File: src/rtl/fifo_rd_stream.sv
// Read-side adapter for the single-clock FIFO: issues ren, captures the
// registered dout a cycle later and serves it on a valid/ready stream.
module fifo_rd_stream #(
  parameter int dw = 32,
  parameter int cw = 16
) (
  input  logic          clk,
  input  logic          rst_n,
  input  logic          fifo_empty,
  input  logic [dw-1:0] fifo_dout,
  output logic          fifo_ren,
  output logic [dw-1:0] out_data,
  output logic          out_valid,
  input  logic          out_ready,
  input  logic          flush,
  output logic [cw-1:0] xfer_cnt
);

  // Stream handshake: a word transfers on every rising edge where
  // out_valid && out_ready; while out_valid=1 and out_ready=0 the word holds.

  logic [dw-1:0] buf_q [0:2];
  logic [1:0]    occ;
  logic          rd_pend;

  logic [dw-1:0] buf_n [0:2];
  logic [1:0]    occ_n;
  logic [1:0]    tail;
  logic          pop;

  // Issue only when the word can be guaranteed a slot when it lands.
  assign fifo_ren  = rst_n && !fifo_empty && !flush &&
                     (({1'b0, occ} + {2'b00, rd_pend}) < 3'd3);
  assign out_valid = (occ != 2'd0);
  assign out_data  = out_valid ? buf_q[0] : '0;
  assign pop       = out_valid && out_ready && !flush;

  always_comb begin
    for (int i = 0; i < 3; i++) buf_n[i] = buf_q[i];
    occ_n = occ;
    tail  = occ;
    if (pop) begin
      buf_n[0] = buf_q[1];
      buf_n[1] = buf_q[2];
      buf_n[2] = '0;
      tail     = occ - 2'd1;
      occ_n    = occ - 2'd1;
    end
    if (rd_pend) begin
      case (tail)
        2'd0:    buf_n[0] = fifo_dout;
        2'd1:    buf_n[1] = fifo_dout;
        2'd2:    buf_n[2] = fifo_dout;
        default: ;
      endcase
      if (tail != 2'd3) occ_n = occ_n + 2'd1;
    end
  end

  always_ff @(posedge clk or negedge rst_n) begin
    if (!rst_n) begin
      for (int i = 0; i < 3; i++) buf_q[i] <= '0;
      occ      <= 2'd0;
      rd_pend  <= 1'b0;
      xfer_cnt <= '0;
    end else begin
      rd_pend <= fifo_ren;
      if (flush) begin
        // Buffered words and the word landing this edge are discarded.
        for (int i = 0; i < 3; i++) buf_q[i] <= '0;
        occ <= 2'd0;
      end else begin
        for (int i = 0; i < 3; i++) buf_q[i] <= buf_n[i];
        occ <= occ_n;
      end
      if (pop) xfer_cnt <= xfer_cnt + 1'b1;
    end
  end

  a_no_overflow: assert property (@(posedge clk) disable iff (!rst_n)
    !(occ == 2'd3 && rd_pend && !pop && !flush));

endmodule
File: config.mk
export PLATFORM = sky130hd
export DESIGN_NAME = fifo_rd_stream
export DESIGN_NICKNAME = d
export VERILOG_FILES = /design/src/rtl/fifo_rd_stream.sv
export SDC_FILE = /design/constraint.sdc
export NUM_CORES = 1
export LEC_CHECK = 0
export BUFFER_PORTS_ARGS = -buffer_cell sky130_fd_sc_hd__buf_2
export CAP_MARGIN = 20
export CORE_UTILIZATION = 33
export DETAILED_ROUTE_END_ITERATION = 16
export PLACE_DENSITY = 0.62
export SLEW_MARGIN = 15
export SYNTH_ARGS = -nofsm -noshare
export SYNTH_HDL_FRONTEND = slang
export SYNTH_SLANG_ARGS = --single-unit
File: constraint.sdc
create_clock -name clk -period 2.6 [get_ports clk]
set_input_delay 0.52 -clock clk [delete_from_list [all_inputs] [get_ports clk]]
set_output_delay 0.52 -clock clk [all_outputs]
set_load 0.02 [all_outputs]
After elaboration in Yosys (flattened, before gate mapping)
Index checks and enable logic that the tools add are counted.

cells by class
  add/subtract/negate cells = 4
  $lt $le $gt $ge = 1
  equality and inequality tests = 3
  multiplexer cells = 11
  reductions and logical operators = 9

operators by type and width
  kind                     count
  $mux W96                 3
  $mux W32                 4
  $add A16 B1 Y16 const B  1
  $mux W2                  4
  $logic_and A1 B1 Y1      5
  $add A2 B1 Y3            1
  $lt A3 B2 Y1 const B     1
  $add A2 B1 Y2 const B    1
  $eq A2 B1 Y1 const B     1
  $eq A2 B2 Y1 const B     1
  $logic_not A1 Y1         2
  $logic_not A2 Y1         1
  $ne A2 B2 Y1 const B     1
  $reduce_bool A2 Y1       1
  $sub A2 B1 Y2 const B    1

storage, ports and cells
  flip-flop bits (word level) = 115
  output and inout port bits = 50
  word-level logic and storage cells = 34

Longest topological paths before layout
Gate-level depths: netlist (run 1).

  depth in word-level cells = 8
  gate-level depth with buffers = 10
  depth with buffers taken out = 6

Worst setup path after synthesis (run 1)
OpenSTA, ideal clock, no wires.

  path type = input-to-output
  from = input flush
  to = output fifo_ren
  data arrival time = 1.722 ns
  required time = 2.080 ns
  slack = 0.358 ns
  stages = 3
  path buffers = 1
  cell sequence = buf_2 > or4b_2 > a21oi_1

on the way
  word-level cells in the longest chain between the ends = 3

RTL lines
  element                            line  source
  start: declaration                 15    input logic flush,
  $logic_not A1 Y1                   32    assign fifo_ren = rst_n && !fifo_empty && !flush &&
  $logic_and A1 B1 Y1 (2 in series)  32
  end: declaration                   11    output logic fifo_ren,

No other way between the ends.

Worst setup path after layout (run 1)
  from = register occ[0]
  to = output fifo_ren

on the way
  word-level cells in the longest chain between the ends = 3

RTL lines
  element                   line  source
  start: declaration        23    logic [1:0] occ;
  start signal: assignment  74    occ <= occ_n;
  $add A2 B1 Y3             33    (({1'b0, occ} + {2'b00, rd_pend}) < 3'd3);
  $lt A3 B2 Y1              33
  $logic_and A1 B1 Y1       32

No other way between the ends.

==> results of run 1 <==
worst max-delay path, cell delays in order (launching register included):
cell	delay [ns]
dfrtp_2	0.42
ha_2	0.18
ha_1	0.17
or4b_4	0.48
a21oi_2	0.17
buf_6	0.14
metal layers:
| layer | wire [µm] | vias up | share of wire (%) | global-route usage (%) |
|---|---|---|---|---|
| met2 | 6590 | 106 | 48 | 25.9 |
| met4 | 139 | 0 | 1.0 | 4.81 |
| met3 | 729 | 12 | 5.3 | 5.22 |
| li1 | - | 1997 | - | - |
| met1 | 6360 | 2108 | 46 | 21.6 |
| met5 | 0 | - | 0 | 0 |
final timing paths:
| path | slack (ns) | startpoint | endpoint | cells after the start |
|---|---|---|---|---|
| setup / recovery | 0.12 | occ[0] | fifo_ren | 5 |
| hold / removal | 0.26 | rst_n | buf_q[94] | 2 |
| setup reg to reg | 0.16 | occ[0] | buf_q[83] | 8 |
| hold reg to reg | 0.46 | xfer_cnt[15] | xfer_cnt[15] | 1 |
| max in group asynchronous | 1.10 | rst_n | buf_q[35] | 3 |
| min in group clk | 0.40 | fifo_empty | rd_pend | 3 |
power groups by stage:
stage	Sequential [µW]	Combinational, µW	Clock, µW
4_1_cts	1930	540	2300
3_3_place_gp	1960	518	0
6_report	1930	535	2250
3_5_place_dp	1960	529	0
2_1_floorplan	1970	300	0
5_1_grt	1940	587	2390
flip-flops by register name, indices dropped and copies added, names as in the netlist:
register and cells:
rd_pend 1, xfer_cnt 16, buf_q 96, occ 2
layout by cell type, fill, tap and decap left out, types with 4 or more instances in the layout:
cell type and instances:
a211oi_1 20, clkbuf_1 4, nor2_1 100, mux2i_1 64, nand4_1 5, clkbuf_8 4
nor2b_1 32, xnor2_1 7, xor2_1 8, buf_4 15, nand2_1 6, a22oi_1 32
buf_2 83, a211oi_2 45, dfrtp_1 113, clkbuf_16 17, nand3b_1 4
per-stage QoR:
| stage | setup WS, ns | power (µW) | hold WS, ns | cell area [µm²] | cells |
|---|---|---|---|---|---|
| 5_1_grt | 0.00258 | 4920 | 0.329 | 7080 | 826 |
| 3_5_place_dp | 0.0379 | 2490 | 0.457 | 6440 | 793 |
| 4_1_cts | 0.0264 | 4770 | 0.287 | 7050 | 825 |
| 3_3_place_gp | 0.172 | 2470 | 0.461 | 6440 | 793 |
| 6_report | 0.117 | 4720 | 0.261 | 7080 | 827 |
| 2_1_floorplan | 0.358 | 2270 | 0.224 | 5770 | 517 |
cell type report:
cell class	count	share of cell area, %
Timing Repair Buffer	104	8.79
Clock buffer	25	7.00
Multi-Input combinational cell	354	38.4
Inverter	3	0.159
Clock inverter	5	1.06
Antenna cell	1	0.0354
Tap cell	220	3.89
Sequential cell	115	40.7
what timing repair did:
action,in CTS,in global routing
gates cloned,0,0
pin swaps,0,1
gates resized for setup,7,3
setup endpoints to repair,1,68
endpoints found under the hold margin,0,0
buffers inserted,2,1
logic make-up (layout without fill, tap and decap cells):
kind of cell	Yosys count	in the layout	share of synthesized area (%)
multiplexers	68	68	11.9
adder cells (fa/ha/maj)	4	4	0.868
AND/OR/NAND/NOR	165	165	13.8
flip-flops	115	115	49.9
AO/OA/AOI/OAI	102	102	17.1
XOR/XNOR	15	15	2.28
buffers and inverters	48	137	4.14
other	0	1	0
==> flow_summary.ini, run 1 <==
[global_routing]
grt_max_degree = 65
antenna_found_initial = 1
grt_first_pass_wirelength_um = 22900
grt_overflow = 0
track_usage_pct = 16.4
grt_pass1_vias = 4302

[placed_design]
dpl.hpwl_um = 8830
gp_congestion = 0.705
portBuffers = 86

[synthesis]
synth_top_cell_by_area = dfrtp_1
synth_top_cell_area_share_pct = 49.9
ys_seq_area_share_pct = 49.9
synth-seq-cells = 115
syn-num-nets = 558
ys_top_cells_by_count = dfrtp_1, nor2_1, mux2i_1, a211oi_2, nor2b_1
synth-async-reset-ratio_pct = 100
synth_edf_count = 0
yosys_warnings = 0
synth_most_common_cell = dfrtp_1
ys_top_cells_by_area = dfrtp_1, mux2i_1, a211oi_2
syn_area_per_cell_um2 = 11.2
ys.flop_type = dfrtp_1
syn_inst = 517
synth_cell_types = 34
synth.cell_area_um2 = 5770

[power_and_ir_drop]
p_comb_share_pct = 11.4
p_sw_share_pct = 24.5
ir_drop_v = 0.000474
pwr-share-seq_pct = 40.9
p_int_uw = 3560
leakage_uw = 0.00316
power_frac_clock_pct = 47.7
p_switching_uw = 1150
power_density_nw_per_um2 = 666

[floorplan]
chipWidth_um = 134
die_area_um2 = 18000
core.rowCount = 47
start_util_pct = 34.3
die-height_um = 134
ios = 87
design.core.area_um2 = 16800

[critical_path]
path_class = reg -> out
worst_setup_path_end_kind = output pin
arrival_ns = 1.96
cp_max_fo = 2
startpoint_type = register
required_ns = 2.08

[sta]
relSlewSlack_pct = 39.1
hold_violations = 0
rsz0062_at_grt = false
fin_crit_ns = 2.48
finalCritPeriodShare_pct = 95.5
final-setup-viol-count = 0
setup_tns_ns = 0
worst_slew_pin_slew_ns = 0.912
max_freq_ghz = 0.403
finalMaxSlewViolations = 0
fin_skew_ns = 0.00840

[route]
first_pass_iters = 4
dr.first_iter.drc_count = 274
wl_um = 13800
wl_per_cell_um = 16.7
ant_nets = 0
routed_via_density = 5.11
drc = 0
dr_total_vias = 4223

[cells_and_area]
drive_gt1_share_pct = 31.2
layout-area-overhead-vs-synth_pct = 22.7
multiInputGateArea_um2 = 2720
finalNetCount = 636
utilization_pct = 42.1
final-seq-area_um2 = 2880
n_fill_cell = 1642

[clock_network]
cts_buffers = 17
clockRootBuffer = clkbuf_16
path_clk_slew_ns = 0.05
cts.sinks = 115
worstSkewPairLatency_ns = 0.41
tritoncts = done
cts.path.max_buffers = 2
cts.htree.levels = 4
cts-hold-fix-buffers = 0

[status]
status = finished clean

[hold_path]
hp-class = in -> async

[flow_run]
maxCapViolCount = 0
Note: power is estimated with default switching activity, not from simulation.
==> inputs of run 2 (changes only) <==
--- a/config.mk
+++ b/config.mk
@@ -9,6 +9,7 @@
 export CAP_MARGIN = 20
 export CORE_UTILIZATION = 33
 export DETAILED_ROUTE_END_ITERATION = 16
+export MAX_ROUTING_LAYER = met4
 export PLACE_DENSITY = 0.62
 export SLEW_MARGIN = 15
 export SYNTH_ARGS = -nofsm -noshare
==> run 2 against run 1 <==
- cell count unchanged
- cell area stayed put
- non-clock buffer count is the same
- worst hold slack worse by 0.0019 ns
- fmax about the same
- register-to-register slack about the same
- combinational power hardly changed
- sequential power about the same
- flip-flop and latch count unchanged
- utilization unchanged
- die area stayed put
- total power increased by 0.18%
- largest power group unchanged
==> flow_summary.ini, run 2 (synthesis gave the netlist of run 1 again) <==
[power_and_ir_drop]
power_density_nw_per_um2 = 667
power_frac_clock_pct = 47.8
p_sw_share_pct = 24.6
ir_drop_v = 0.000476
leakage_uw = 0.00316
p_int_uw = 3560
p_switching_uw = 1160
p_comb_share_pct = 11.3
pwr-share-seq_pct = 40.8

[critical_path]
arrival_ns = 1.96
cp_max_fo = 2
startpoint_type = register
path_class = reg -> out
timing.rr.end = buf_q[83]
rrSetupSlack_ns = 0.16
required_ns = 2.08
rr_startpoint = occ[0]
r2r_cells = 8
worst_setup_path_end_kind = output pin

[cells_and_area]
utilization_pct = 42.1
top_regs = buf_q: 96 flops, xfer_cnt: 16 flops, occ: 2 flops
finalNetCount = 636
n_fill_cell = 1642
final_common_cell = dfrtp_1
top_register = buf_q
largest_reg_flops = 96
final_cell_mix = dfrtp_1, nor2_1, buf_2
drive_gt1_share_pct = 31.2
layout-area-overhead-vs-synth_pct = 22.7

[status]
status = finished clean

[sta]
worst_slew_pin_slew_ns = 0.925
final-setup-viol-count = 0
hold_violations = 0
rsz0062_at_grt = false
finalMaxSlewViolations = 0
relSlewSlack_pct = 38.2
fin_crit_ns = 2.48
finalCritPeriodShare_pct = 95.4
setup_tns_ns = 0
max_freq_ghz = 0.403
fin_skew_ns = 0.00814

[route]
dr_total_vias = 4204
ant_nets = 0
first_pass_iters = 6
routed_via_density = 5.08
wl_per_cell_um = 16.7
dr.first_iter.drc_count = 260
drc = 0
wl_um = 13800

[floorplan]
ios = 87
start_util_pct = 34.3
die-height_um = 134
core.rowCount = 47
die_area_um2 = 18000
design.core.area_um2 = 16800
chipWidth_um = 134

[flow_run]
maxCapViolCount = 0

[clock_network]
path_clk_slew_ns = 0.05
cts.path.max_buffers = 2
worstSkewPairLatency_ns = 0.41
cts.htree.levels = 4
cts_buffers = 17
cts-hold-fix-buffers = 0
clockRootBuffer = clkbuf_16
cts.sinks = 115
tritoncts = done

[placed_design]
gp_congestion = 0.713
dpl.hpwl_um = 8830
portBuffers = 86

[global_routing]
grt_overflow = 0
grt_first_pass_wirelength_um = 22900
grt_pass1_vias = 4292
track_usage_pct = 16.9
grt_max_degree = 65
antenna_found_initial = 1

[hold_path]
hp-class = in -> async
-- run 2: cell counts in the layout (fill, tap and decap cells not counted) --
No cell type changed its count.
-- run 2: routing by layer --
layer / wire, µm / vias to the layer above / GRT usage [%]
li1: - / 1998 / -
met1: 6520 / 2107 / 21.7
met2: 6560 / 87 / 26.0
met3: 587 / 12 / 4.84
met4: 144 / 0 / 4.81
met5: 0 / - / -
-- run 2: final cells by class --
type	count	area (µm²)	area share (%)
Sequential cell	115	2880	40.7
Tap cell	220	275	3.89
Inverter	3	11.3	0.159
Timing Repair Buffer	104	622	8.79
Clock inverter	5	75.1	1.06
Antenna cell	1	2.50	0.0354
Clock buffer	25	495	7.00
Multi-Input combinational cell	354	2720	38.4
-- run 2: critical path, stage by stage, from the launching register on --
cell and delay, ns:
dfrtp_2 0.41, ha_2 0.18, ha_1 0.17, or4b_4 0.48
a21oi_2 0.17, buf_6 0.14
-- run 2: repair_timing --
action | 4_1_cts | 5_1_grt
cloned | 0 | 0
pin swaps | 0 | 1
resized for setup | 7 | 3
buffers inserted | 2 | 1
setup endpoints to repair | 1 | 68
-- run 2: worst max path at each step --
stage | startpoint | slack, ns | depth (start not counted) | end
detailed placement | occ[0] | 0.04 | 6 | buf_q[48]
CTS | occ[0] | 0.03 | 6 | out_data[14]
global route | occ[0] | 0.003 | 8 | buf_q[67]
floorplan | flush | 0.36 | 3 | fifo_ren
finish | occ[0] | 0.12 | 5 | fifo_ren
global placement | occ[0] | 0.17 | 6 | buf_q[32]
-- run 2: power groups by stage --
stage,sequential (µW),clock (µW),combinational [µW]
after floorplan,1970,0,300
after global placement,1960,0,518
after detailed placement,1960,0,529
after CTS,1930,2300,540
after global routing,1940,2390,587
final,1930,2260,535
-- run 2: stage by stage --
stage	std cells	cell area [µm²]	hold WS, ns	total power [µW]	setup slack, ns
3_5_place_dp	793	6440	0.457	2490	0.0379
6_report	827	7080	0.259	4720	0.119
2_1_floorplan	517	5770	0.224	2270	0.358
4_1_cts	825	7050	0.287	4770	0.0264
5_1_grt	827	7080	0.323	4920	0.00258
3_3_place_gp	793	6440	0.461	2470	0.172
==> inputs of run 3 (changes only) <==
--- a/config.mk
+++ b/config.mk
@@ -10,7 +10,7 @@
 export CORE_UTILIZATION = 33
 export DETAILED_ROUTE_END_ITERATION = 16
 export MAX_ROUTING_LAYER = met4
-export PLACE_DENSITY = 0.62
+export PLACE_DENSITY = 0.64
 export SLEW_MARGIN = 15
 export SYNTH_ARGS = -nofsm -noshare
 export SYNTH_HDL_FRONTEND = slang
==> constraint.sdc (replaced) <==
create_clock -name clk -period 2.2 [get_ports clk]
set_input_delay 0.44 -clock clk [delete_from_list [all_inputs] [get_ports clk]]
set_output_delay 0.44 -clock clk [all_outputs]
set_load 0.02 [all_outputs]
==> run 3 against run 2 <==
- the run now ends with setup timing left
- global-route usage grew 1.4 points
- cell count grew 5.0%
- count of clock-buffer cells in the layout shrank 3
- via count grew 10%
- critical path type unchanged
- critical endpoint unchanged
==> flow_summary.ini, run 3 (synthesis gave the netlist of run 1 again) <==
[route]
ant_nets = 0
first_pass_iters = 5
wl_met3_um = 1040
wl_met1_um = 7910
wl_met2_um = 8500
wl_per_cell_um = 20.6
dr.first_iter.drc_count = 333
routed_via_density = 5.35
dr_total_vias = 4642
top_layer = met4
wl_um = 17800
drc = 0

[floorplan]
chipWidth_um = 134
design.core.area_um2 = 16800
ios = 87
die-height_um = 134
die_area_um2 = 18000
start_util_pct = 34.3
core.rowCount = 47

[placed_design]
gp_congestion = 0.709
dpl_cell_area_um2 = 6490
pre_cts_ws_ns = -0.0936
portBuffers = 86
dpl.hpwl_um = 8880

[cells_and_area]
largest_reg_flops = 96
final-seq-area_um2 = 2880
utilization_pct = 46.8
top_regs = buf_q: 96 flops, xfer_cnt: 16 flops, occ: 2 flops
drive_gt1_share_pct = 39.2
design_area_um2 = 7870
finalNetCount = 674
final_common_cell = dfrtp_1
n_fill_cell = 1522
top_register = buf_q
final_cell_mix = dfrtp_1, nor2_1, buf_2
multiInputGateArea_um2 = 2840
layout-area-overhead-vs-synth_pct = 36.4

[sta]
hold_violations = 0
final-setup-viol-count = 3
worst_slew_pin_slew_ns = 0.855
fin_crit_ns = 2.37
finalMaxSlewViolations = 0
fin_ws_ns = -0.168
fin_skew_ns = 0.00562
relSlewSlack_pct = 43.0
finalCritPeriodShare_pct = 108
rsz0062_at_grt = true
max_freq_ghz = 0.422

[critical_path]
worst_path_largest_cell_delay_ns = 0.49
worst-path-buf-inv = 1
cp-startpoint = occ[0]
rrSetupSlack_ns = -0.01
arrival_ns = 1.93
worst_setup_path_end_kind = output pin
worst_path_dominant_cell_family = simple AND/OR/NAND/NOR gates
crit_path_top_delay_cell = or4b_4
r2r_cells = 10
crit_cells = 5
path_class = reg -> out
crit_chain = ha_2 > ha_4 > or4b_4 > a21oi_4 > buf_6
cp_max_fo = 2
startpoint_type = register
rr_startpoint = occ[0]
required_ns = 1.76

[power_and_ir_drop]
ir_drop_v = 0.000568
power_density_nw_per_um2 = 747
leakage_uw = 0.00346

[global_routing]
grt_first_pass_wirelength_um = 24700
track_usage_pct = 18.3
grt_max_degree = 69
antenna_found_initial = 1
grt_pass1_vias = 4516
grt_overflow = 0

[status]
status = complete, but fails checks
violations = setup timing

[clock_network]
tritoncts = done
cts.htree.levels = 4
worstSkewPairLatency_ns = 0.41
path_clk_slew_ns = 0.05
cts.path.max_buffers = 2
clockRootBuffer = clkbuf_16
cts-hold-fix-buffers = 0
cts.sinks = 115
cts_buffers = 17

[flow_run]
maxCapViolCount = 0

[hold_path]
hp-class = in -> async
## run 3: worst register-to-register path, stage by stage, from the launching register on
cell	delay [ns]
dfrtp_1	0.36
buf_4	0.13
inv_2	0.05
ha_4	0.17
nor3b_4	0.34
buf_12	0.15
mux2i_4	0.34
buf_6	0.17
clkbuf_16	0.16
nor2_1	0.05
a211oi_1	0.21
## run 3: path summary, 6_finish.rpt
kind,end
max,fifo_ren
min,xfer_cnt[14]
max reg2reg,buf_q[79]
min reg2reg,xfer_cnt[15]
max in group asynchronous,occ[1]
min in group clk,buf_q[16]
## run 3: final cells by class
cell class	instances	share of cell area, %
sequential	115	36.6
inverter	3	0.143
timing repair buffer	140	16.1
clock buffer	22	5.90
multi-input combinational	356	36.1
clock inverter	10	1.67
antenna	2	0.0636
tap	220	3.50
## run 3: what timing repair did
item	CTS	global route
endpoints found under the setup margin	68	114
gates resized for setup	14	45
pin swaps	3	14
buffers inserted	5	14
gates cloned	2	17
## run 3: routing by layer
layer	track usage (%)	up-vias
met5	-	-
met4	6.62	0
met3	4.65	27
met2	27.2	169
met1	24.1	2357
li1	-	2089
## run 3: per-stage QoR
step	cells	setup TNS (ns)	hold slack [ns]	total power (µW)
final	868	-0.182	0.149	5880
after CTS	835	-0.183	0.184	5790
after global routing	867	-2.36	0.203	6080
after detailed placement	796	-0.503	0.457	2950
after global placement	796	0	0.461	2930
after floorplan	517	0	0.144	2690
## run 3: report_power, final
group,switching (µW),internal (µW),total (µW),leakage (µW)
Clock,964,1830,2790,0.000294
Sequential,79.5,2200,2280,0.00159
Combinational,465,333,799,0.00158
